### src/rtl/bkram_sector_ctrl.sv
// Backup-RAM save/load sequencer: streams a 2**SECT_AW sector image through the
// hps_io SD sector port, writes a format header, and aborts stalled requests.
module bkram_sector_ctrl #(
   parameter int unsigned SECT_AW   = 4,
   parameter int unsigned FMT_WORDS = 4,
   parameter logic [FMT_WORDS*16-1:0] FMT_TAB = {16'h5548, 16'h4D42, 16'h8800, 16'h8010},
   parameter int unsigned TIMEOUT   = 2**24
) (
   input  logic                 clk_sys,
   input  logic                 reset_n,
   input  logic                 dl_active,
   input  logic                 img_mounted,
   input  logic                 img_readonly,
   input  logic                 img_nz,
   input  logic                 load_req,
   input  logic                 save_req,
   input  logic                 fmt_req,
   input  logic                 autosave,
   input  logic                 osd_open,
   input  logic                 core_bwr,
   input  logic                 sd_ack,
   output logic [31:0]          sd_lba,
   output logic                 sd_rd,
   output logic                 sd_wr,
   output logic [SECT_AW+7:0]   fmt_addr,
   output logic [15:0]          fmt_data,
   output logic                 fmt_we,
   output logic                 bk_ena,
   output logic                 bk_busy,
   output logic                 bk_loading,
   output logic                 bk_pending,
   output logic                 bk_err
);

   localparam int unsigned FA_W = SECT_AW + 8;
   localparam int unsigned WD_W = $clog2(TIMEOUT + 1);
   localparam int unsigned FI_W = (FMT_WORDS > 1) ? $clog2(FMT_WORDS) : 1;
   localparam int unsigned TB_W = FMT_WORDS * 16;

   typedef enum logic [1:0] {S_IDLE, S_REQ, S_XFER, S_FMT} state_t;

   // Header word idx; word 0 sits in the most significant slot of FMT_TAB.
   function automatic logic [15:0] tab_word(input logic [FI_W-1:0] idx);
      logic [TB_W-1:0] sh;
      sh = FMT_TAB << (16 * 32'(idx));
      return sh[TB_W-1 -: 16];
   endfunction

   state_t            r_state, w_state;
   logic              r_dir, w_dir;              // 1 = read (load), 0 = write (save)
   logic [SECT_AW-1:0] r_lba, w_lba;
   logic              r_rd, w_rd, r_wr, w_wr;
   logic              r_fmt_q, w_fmt_q;
   logic [FI_W-1:0]   r_fmt_idx, w_fmt_idx;
   logic              r_fmt_we, w_fmt_we;
   logic [FA_W-1:0]   r_fmt_addr, w_fmt_addr;
   logic [15:0]       r_fmt_data, w_fmt_data;
   logic              r_ena, w_ena;
   logic              r_pending, w_pending;
   logic              r_err, w_err;
   logic              r_busy, w_busy;
   logic              r_loading, w_loading;
   logic [WD_W-1:0]   r_wdog, w_wdog;
   logic              r_dl_d, r_load_d, r_save_d, r_fmt_d, r_auto_d, r_ack_d;

   logic w_dl_rise, w_dl_fall, w_auto, w_load_trig, w_save_trig, w_fmt_rise;
   logic w_ack_rise, w_ack_fall;

   assign w_dl_rise   = dl_active & ~r_dl_d;
   assign w_dl_fall   = ~dl_active & r_dl_d;
   assign w_auto      = r_pending & osd_open & autosave;
   assign w_load_trig = (load_req & ~r_load_d) | (w_dl_fall & r_ena & img_nz);
   assign w_save_trig = (save_req & ~r_save_d) | (w_auto & ~r_auto_d);
   assign w_fmt_rise  = fmt_req & ~r_fmt_d;
   assign w_ack_rise  = sd_ack & ~r_ack_d;
   assign w_ack_fall  = ~sd_ack & r_ack_d;

   // State and registered outputs.
   always_ff @(posedge clk_sys or negedge reset_n) begin
      if (!reset_n) begin
         r_state    <= S_IDLE;
         r_dir      <= 1'b0;
         r_lba      <= '0;
         r_rd       <= 1'b0;
         r_wr       <= 1'b0;
         r_fmt_q    <= 1'b0;
         r_fmt_idx  <= '0;
         r_fmt_we   <= 1'b0;
         r_fmt_addr <= '0;
         r_fmt_data <= '0;
         r_ena      <= 1'b0;
         r_pending  <= 1'b0;
         r_err      <= 1'b0;
         r_busy     <= 1'b0;
         r_loading  <= 1'b0;
         r_wdog     <= '0;
         r_dl_d     <= 1'b0;
         r_load_d   <= 1'b0;
         r_save_d   <= 1'b0;
         r_fmt_d    <= 1'b0;
         r_auto_d   <= 1'b0;
         r_ack_d    <= 1'b0;
      end else begin
         r_state    <= w_state;
         r_dir      <= w_dir;
         r_lba      <= w_lba;
         r_rd       <= w_rd;
         r_wr       <= w_wr;
         r_fmt_q    <= w_fmt_q;
         r_fmt_idx  <= w_fmt_idx;
         r_fmt_we   <= w_fmt_we;
         r_fmt_addr <= w_fmt_addr;
         r_fmt_data <= w_fmt_data;
         r_ena      <= w_ena;
         r_pending  <= w_pending;
         r_err      <= w_err;
         r_busy     <= w_busy;
         r_loading  <= w_loading;
         r_wdog     <= w_wdog;
         r_dl_d     <= dl_active;
         r_load_d   <= load_req;
         r_save_d   <= save_req;
         r_fmt_d    <= fmt_req;
         r_auto_d   <= w_auto;
         r_ack_d    <= sd_ack;
      end
   end

   // Next-state and next-output logic.
   always_comb begin
      w_state    = r_state;
      w_dir      = r_dir;
      w_lba      = r_lba;
      w_rd       = 1'b0;
      w_wr       = 1'b0;
      w_fmt_q    = r_fmt_q | w_fmt_rise;
      w_fmt_idx  = r_fmt_idx;
      w_fmt_we   = 1'b0;
      w_fmt_addr = r_fmt_addr;
      w_fmt_data = r_fmt_data;
      w_err      = r_err;
      w_wdog     = '0;

      w_ena = r_ena;
      if (w_dl_rise)
         w_ena = 1'b0;
      if (dl_active & img_mounted & ~img_readonly)
         w_ena = 1'b1;

      unique case (r_state)
         S_IDLE: begin
            if (w_load_trig | w_save_trig) begin
               w_lba = '0;
               w_err = 1'b0;
            end
            if (w_load_trig & r_ena) begin
               w_state = S_REQ;
               w_dir   = 1'b1;
               w_rd    = 1'b1;
            end else if (w_save_trig & r_ena) begin
               w_state = S_REQ;
               w_dir   = 1'b0;
               w_wr    = 1'b1;
            end else if (r_fmt_q) begin
               w_state    = S_FMT;
               w_fmt_idx  = '0;
               w_fmt_we   = 1'b1;
               w_fmt_addr = '0;
               w_fmt_data = tab_word('0);
            end
         end
         S_REQ: begin
            if (w_ack_rise) begin
               w_state = S_XFER;
            end else if (r_wdog == WD_W'(TIMEOUT - 1)) begin
               w_state = S_IDLE;
               w_err   = 1'b1;
            end else begin
               w_rd   = r_dir;
               w_wr   = ~r_dir;
               w_wdog = r_wdog + WD_W'(1);
            end
         end
         S_XFER: begin
            if (w_ack_fall) begin
               if (&r_lba) begin
                  w_state = S_IDLE;
               end else begin
                  w_state = S_REQ;
                  w_lba   = r_lba + SECT_AW'(1);
                  w_rd    = r_dir;
                  w_wr    = ~r_dir;
               end
            end
         end
         S_FMT: begin
            if (r_fmt_idx == FI_W'(FMT_WORDS - 1)) begin
               w_state = S_IDLE;
               w_fmt_q = 1'b0;
            end else begin
               w_fmt_idx  = r_fmt_idx + FI_W'(1);
               w_fmt_we   = 1'b1;
               w_fmt_addr = FA_W'(w_fmt_idx);
               w_fmt_data = tab_word(w_fmt_idx);
            end
         end
         default: w_state = S_IDLE;
      endcase

      w_busy    = (w_state == S_REQ) || (w_state == S_XFER);
      w_loading = w_busy & w_dir;

      // A busy cycle always clears pending, even against a same-cycle core write.
      w_pending = r_pending | (r_ena & ~osd_open & core_bwr);
      if (r_busy | w_busy)
         w_pending = 1'b0;
   end

   assign sd_lba     = 32'(r_lba);
   assign sd_rd      = r_rd;
   assign sd_wr      = r_wr;
   assign fmt_addr   = r_fmt_addr;
   assign fmt_data   = r_fmt_data;
   assign fmt_we     = r_fmt_we;
   assign bk_ena     = r_ena;
   assign bk_busy    = r_busy;
   assign bk_loading = r_loading;
   assign bk_pending = r_pending;
   assign bk_err     = r_err;

endmodule

### config.mk
export PLATFORM = sky130hd
export DESIGN_NAME = bkram_sector_ctrl
export DESIGN_NICKNAME = d
export VERILOG_FILES = /design/src/rtl/bkram_sector_ctrl.sv
export SDC_FILE = /design/constraint.sdc
export NUM_CORES = 1
export LEC_CHECK = 0
export ABC_AREA = 1
export BUFFER_PORTS_ARGS = -buffer_cell sky130_fd_sc_hd__buf_2
export CAP_MARGIN = 30
export CORE_AREA = 8 8 122 124
export DETAILED_ROUTE_END_ITERATION = 10
export DIE_AREA = 0 0 130 132
export GPL_ROUTABILITY_DRIVEN = 0
export SLEW_MARGIN = 20
export SYNTH_ARGS = -nofsm -noshare
export SYNTH_HDL_FRONTEND = slang
export SYNTH_SLANG_ARGS = --single-unit
export TNS_END_PERCENT = 50
### constraint.sdc
create_clock -name clk_sys -period 3.46 [get_ports clk_sys]
set_input_delay 0.692 -clock clk_sys [delete_from_list [all_inputs] [get_ports clk_sys]]
set_output_delay 0.692 -clock clk_sys [all_outputs]
set_load 0.02 [all_outputs]
==> results by group, run 1 <==
Run status
  • Status: completed

Setup path
  • CP Max Fanout: 8
  • Startpoint types: flop
  • Data required time of the worst path: 3640 ps
  • CP Capture Type: flop
  • Reg2reg path depth: 9
  • Worst path arrival time: 2300 ps
  • Critical path type: flop to flop
  • R2R Setup Slk: 1340 ps
  • Reg2reg end: r_lba[2]
  • Worst R2R Start: r_state[1]

GRT
  • Initial antenna violation count: 0
  • Vias in the first global route: 2468
  • Overflow after GRT: 0
  • First-pass GRT wire length: 11100 µm
  • GRT Overall Usage: 7.75%
  • Largest net degree at the start of global routing: 36

Logic synthesis
  • Post-synth EDFFs: 0
  • Syn. warnings: 0
  • Area contributors post-synth: dfrtp_1 (42%), buf_4 (12%), nand2_1 (7.1%)
  • Synth Cell Area: 0.00319 mm²
  • Post-Synthesis Cells: 381
  • Leading cell type by number of instances after synthesis: nand2_1
  • Number of synthesized register bits: 54
  • Post-synth top flop: dfrtp_1
  • Ys async rst share: 100%
  • Sequential share of the synthesized area: 42.3%
  • Synth cell count leaders: nand2_1 (60), dfrtp_1 (54), buf_4 (49)
  • Cell taking the most area after synthesis: dfrtp_1
  • Library cells used by synthesis: 38
  • Share of the synthesized area in the top cell type: 42.3%
  • Synth Area per Inst: 8.38 µm²

Placed design
  • Placed Area: 0.00337 mm²
  • Buffers on Ports: 36
  • Post-Place Cells: 583
  • Dpl hpwl: 5110 µm

Power
  • VDD IR-drop max: 310 µV
  • Internal cell power: 1.26 mW
  • Pwr dens: 620 mW/mm²
  • Clock power share: 22.9%
  • Comb pwr share: 39.6%
  • Net Sw Frac: 41.9%
  • Sequential power share: 37.5%
  • Psw: 0.913 mW
  • LEAKAGE: 1.70 nW

Timing
  • Crit path time final: 2120 ps
  • Worst-margin pin slew: 774 ps
  • Setup Skew: 6.30 ps
  • Slew Viols, Final: 0
  • RSZ-0062 raised after global routing: false
  • Hold Vio Cnt, Final: 0
  • Fmax: 472 MHz
  • Setup Viol. Count Final: 0
  • Max-slew headroom: 48.4%
  • Hold WS: 466 ps
  • Setup TNS: 0 ps
  • Final period util: 61.2%

Finish
  • Layout Utilization: 27.1%
  • Post-route cell area: 0.00351 mm²
  • Share of post-route cells with drive strength above 1: 18.1%
  • Finished Layout Cells: 591
  • Area growth syn-to-layout: 10.0%
  • Final Net Count: 437
  • Antenna cell count: 0

Clocking
  • Skew-Pair Late Insertion Delay: 290 ps
  • Post-CTS setup buffers: 0
  • Clock sinks: 54
  • CTS tree: done
  • Post_cts resized: 0
  • Hold-fix buffers, CTS: 0
  • Clk buf depth: 2
  • H-tree depth: 2
  • Clock transition at path regs: 70 ps
  • Num CTS Buffers: 5
  • Root Driver: clkbuf_16

Routing
  • Final WL: 6580 µm
  • Vias per cell: 4.08
  • Routed len/inst: 11.1 µm
  • Remaining antenna violation count: 0
  • 1st-pass router iterations: 4
  • Post-route DRC: 0
  • Routed vias: 2409
  • Initial DRC Count: 67

Job
  • Max-Cap Viols: 0

Die
  • Site Rows: 42
  • Chip Width: 130 µm
  • Die area: 0.0172 mm²
  • Core ar.: 0.0130 mm²
  • Die height: 132 µm
  • # IOs: 81
  • Initial Utilization: 24.6%

Worst hold path
  • HP Class: input pin to async pin
==> cell type report <==
class,instances,area (µm²)
Clock inverter,2,13.8
Multi-Input combinational cell,280,1480
Sequential cell,54,1350
Tap cell,176,220
Fill cell,1402,9470
Timing Repair Buffer,37,188
Inverter,36,135
Clock buffer,6,129
==> per-layer routing <==
layer / GRT usage (%) / share of wire, % / vias to the layer above
met3: 2.39 / 6.6 / 6
met2: 13.4 / 48 / 65
met1: 8.74 / 44 / 1132
met4: 2.65 / 1.1 / 0
met5: 0 / 0 / -
li1: - / - / 1206
==> flip-flops by register name (all words and copies together), names as in the netlist <==
signal and cells:
r_state 2, bk_pending 1, fmt_addr 2, sd_wr 1
bk_err 1, fmt_data 5, r_ack_d 1, r_dl_d 1
r_dir 1, r_fmt_q 1, bk_busy 1, r_wdog 25
fmt_we 1, r_lba 4, sd_rd 1, r_fmt_d 1
r_load_d 1, r_save_d 1, r_auto_d 1, bk_loading 1
bk_ena 1
==> cells in the final DEF, fill, tap and decap left out, types with 2 or more instances in the layout <==
| cell type | instances |
|---|---|
| a211oi_1 | 2 |
| nor2_2 | 2 |
| a21oi_2 | 2 |
| nor2_1 | 39 |
| a31oi_1 | 2 |
| ha_1 | 10 |
| nand2_2 | 9 |
| inv_2 | 4 |
| o21a_1 | 2 |
| nand2_1 | 60 |
| dfrtp_1 | 54 |
| nor3_1 | 11 |
| and3_1 | 2 |
| xnor2_1 | 3 |
| xor2_1 | 4 |
| or2_2 | 3 |
| nand4_1 | 8 |
| inv_1 | 32 |
| a21oi_1 | 25 |
| o21ai_1 | 6 |
| nand2_4 | 2 |
| buf_2 | 36 |
| nor2_4 | 4 |
| o21ai_0 | 13 |
| clkbuf_16 | 5 |
| conb_1 | 44 |
| nand3_1 | 17 |
==> per-stage QoR <==
step	worst slack [ps]	power [mW]
global placement	1330	1.68
detailed placement	1270	1.69
finish	1340	2.18
CTS	1320	2.20
global route	1110	2.33
floorplan	1750	1.52
==> critical path, cell delays in order (launching register included) <==
cell	delay (ps)
dfrtp_1	440
inv_1	130
ha_1	340
inv_2	120
nor3_1	440
nor2_1	160
a21oi_2	190
inv_2	70
nand2_1	60
o21ai_1	60
==> power groups by stage <==
stage / Clock, mW / Combinational (mW) / Sequential [mW]
finish: 0.498 / 0.862 / 0.817
floorplan: 0 / 0.628 / 0.892
CTS: 0.507 / 0.871 / 0.819
global placement: 0 / 0.856 / 0.825
global route: 0.535 / 0.966 / 0.832
detailed placement: 0 / 0.865 / 0.829
==> logic make-up after synthesis <==
| family | count (synthesis) | synth area share (%) |
|---|---|---|
| XOR/XNOR | 7 | 1.92 |
| flip-flops | 54 | 42.3 |
| AO/OA/AOI/OAI | 54 | 9.25 |
| adder cells (fa/ha/maj) | 10 | 3.92 |
| AND/OR/NAND/NOR | 165 | 26.0 |
| buffers and inverters | 90 | 16.5 |
| other | 1 | 0.117 |
==> worst max path at each step <==
stage / to / startpoint / slack, ps / depth (start not counted)
6_report: r_lba[2] / r_state[1] / 1340 / 9
2_1_floorplan: r_lba[2] / autosave / 1750 / 8
5_1_grt: r_lba[0] / r_state[1] / 1110 / 8
3_5_place_dp: fmt_data[14] / autosave / 1270 / 8
4_1_cts: r_lba[2] / r_state[1] / 1320 / 9
3_3_place_gp: fmt_data[14] / autosave / 1330 / 8
(Power assumes the default switching activity.)
==> run 2: changes to the inputs <==
==> constraint.sdc (replaced) <==
create_clock -name clk_sys -period 2.04 [get_ports clk_sys]
set_input_delay 0.408 -clock clk_sys [delete_from_list [all_inputs] [get_ports clk_sys]]
set_output_delay 0.408 -clock clk_sys [all_outputs]
set_load 0.02 [all_outputs]
==> results by group, run 2 (synthesis gave the netlist of run 1 again) <==
Run status
  • Status: completed

Die
  • Chip Width: 130 µm
  • # IOs: 81
  • Initial Utilization: 24.6%
  • Core ar.: 0.0130 mm²
  • Site Rows: 42
  • Die area: 0.0172 mm²
  • Die height: 132 µm

GRT
  • Initial antenna violation count: 0
  • First-pass GRT wire length: 11100 µm
  • Vias in the first global route: 2416
  • Largest net degree at the start of global routing: 34
  • GRT Overall Usage: 7.65%
  • Overflow after GRT: 0

Finish
  • Max reg flops: 25
  • Finished Layout Cells: 596
  • Most common cell after layout, fill and taps aside: nand2_1
  • Final Net Count: 442
  • Area growth syn-to-layout: 12.7%
  • Share of post-route cells with drive strength above 1: 19.8%
  • Antenna cell count: 0
  • Most frequent cells in the layout: nand2_1 (60), dfrtp_1 (54), conb_1 (44), nor2_1 (39), buf_2 (36)
  • Post-route cell area: 0.00360 mm²
  • Reg with most FFs: r_wdog

Setup path
  • Worst path arrival time: 2150 ps
  • CP Capture Type: flop
  • Worst R2R Start: r_state[1]
  • Critical path type: flop to flop
  • Startpoint types: flop
  • Worst Setup SP: r_state[1]
  • Data required time of the worst path: 2250 ps
  • CP Max Fanout: 18

Routing
  • 1st-pass router iterations: 4
  • Remaining antenna violation count: 0
  • Routed vias: 2435
  • Final WL: 6600 µm
  • Post-route DRC: 0
  • Vias per cell: 4.09
  • Initial DRC Count: 49
  • Routed len/inst: 11.1 µm

Placed design
  • Dpl hpwl: 5160 µm
  • Placed Area: 0.00342 mm²
  • Buffers on Ports: 36
  • Pre-CTS setup slack: 53.2 ps
  • Post-Place Cells: 588

Power
  • Final Power: 3.88 mW
  • VDD IR-drop max: 660 µV
  • LEAKAGE: 1.73 nW
  • Pwr dens: 1080 mW/mm²

Clocking
  • Clk buf depth: 2
  • H-tree depth: 2
  • Clock sinks: 54
  • Clock transition at path regs: 70 ps
  • Skew-Pair Late Insertion Delay: 290 ps
  • Root Driver: clkbuf_16
  • Num CTS Buffers: 5
  • CTS tree: done

Timing
  • RSZ-0062 raised after global routing: false
  • Crit path time final: 1930 ps
  • Setup Viol. Count Final: 0
  • Hold Vio Cnt, Final: 0
  • Final period util: 94.7%
  • Slew Viols, Final: 0
  • Setup Skew: 4.30 ps
  • Worst-margin pin slew: 508 ps
  • Setup TNS: 0 ps
  • Max-slew headroom: 65.8%
  • Final worst slack: 107 ps
  • Fmax: 517 MHz

Worst hold path
  • HP Class: input pin to async pin

Job
  • Max-Cap Viols: 0
-- run 2: cell types whose count changed in the layout (fill, tap and decap cells not counted) --
cell	change
nor3_1	-1
buf_4	+4
ha_1	-1
nor3_2	+1
clkinvlp_4	+2
clkinv_4	-1
buf_12	+1
ha_2	+1
clkinv_2	-1
bufinv_16	+1
clkbuf_1	-1
-- run 2: where the power goes --
| part | switching (mW) | internal [mW] | total, mW |
|---|---|---|---|
| sequential | 0.133 | 1.24 | 1.37 |
| clock | 0.378 | 0.579 | 0.957 |
| combinational | 1.04 | 0.502 | 1.55 |
| total | 1.56 | 2.32 | 3.88 |
-- run 2: path summary, 6_finish.rpt --
| kind | cells after the start | endpoint | slack, ps |
|---|---|---|---|
| min in group clk_sys | 1 | r_ack_d | 240 |
| worst max-delay path | 8 | r_wdog[18] | 110 |
| worst max register to register | 8 | r_wdog[18] | 110 |
| worst min-delay path | 1 | fmt_data[14] | 80 |
| worst min register to register | 1 | r_wdog[0] | 480 |
| max in group asynchronous | 2 | r_wdog[2] | 1410 |
-- run 2: repair_timing --
action	CTS	global route
resized for setup	0	2
setup buffers	0	0
endpoints found under the setup margin	0	5
endpoints found under the hold margin	0	0
hold buffers	0	0
-- run 2: layer usage --
layer / vias up / GRT usage (%) / wire, µm / part of all wire (%)
met5: - / 0 / 0 / 0
met4: 0 / 1.74 / 40 / 0.61
met3: 6 / 2.10 / 405 / 6.1
met2: 60 / 13.3 / 3270 / 50
met1: 1157 / 9.10 / 2880 / 44
li1: 1212 / - / - / -
-- run 2: stage by stage --
stage	util [%]	hold WS [ps]
after CTS	27.7	95.1
final	27.7	82.7
after floorplan	-	112
after global routing	27.7	129
after detailed placement	26.3	411
after global placement	26.3	404
-- run 2: cell type report --
| cell class | instances | area (µm²) |
|---|---|---|
| clock buffer | 5 | 125 |
| clock inverter | 3 | 45.0 |
| fill | 1424 | 9380 |
| inverter | 36 | 135 |
| multi-input combinational | 280 | 1480 |
| sequential | 54 | 1350 |
| tap | 176 | 220 |
| timing repair buffer | 42 | 238 |
-- run 2: worst max-delay path, stage by stage, from the launching register on --
cell,delay [ps]
dfrtp_1,420
inv_1,130
ha_1,180
inv_1,70
nor2_1,350
nand2_8,170
inv_1,260
o21ai_0,140
a21oi_1,140
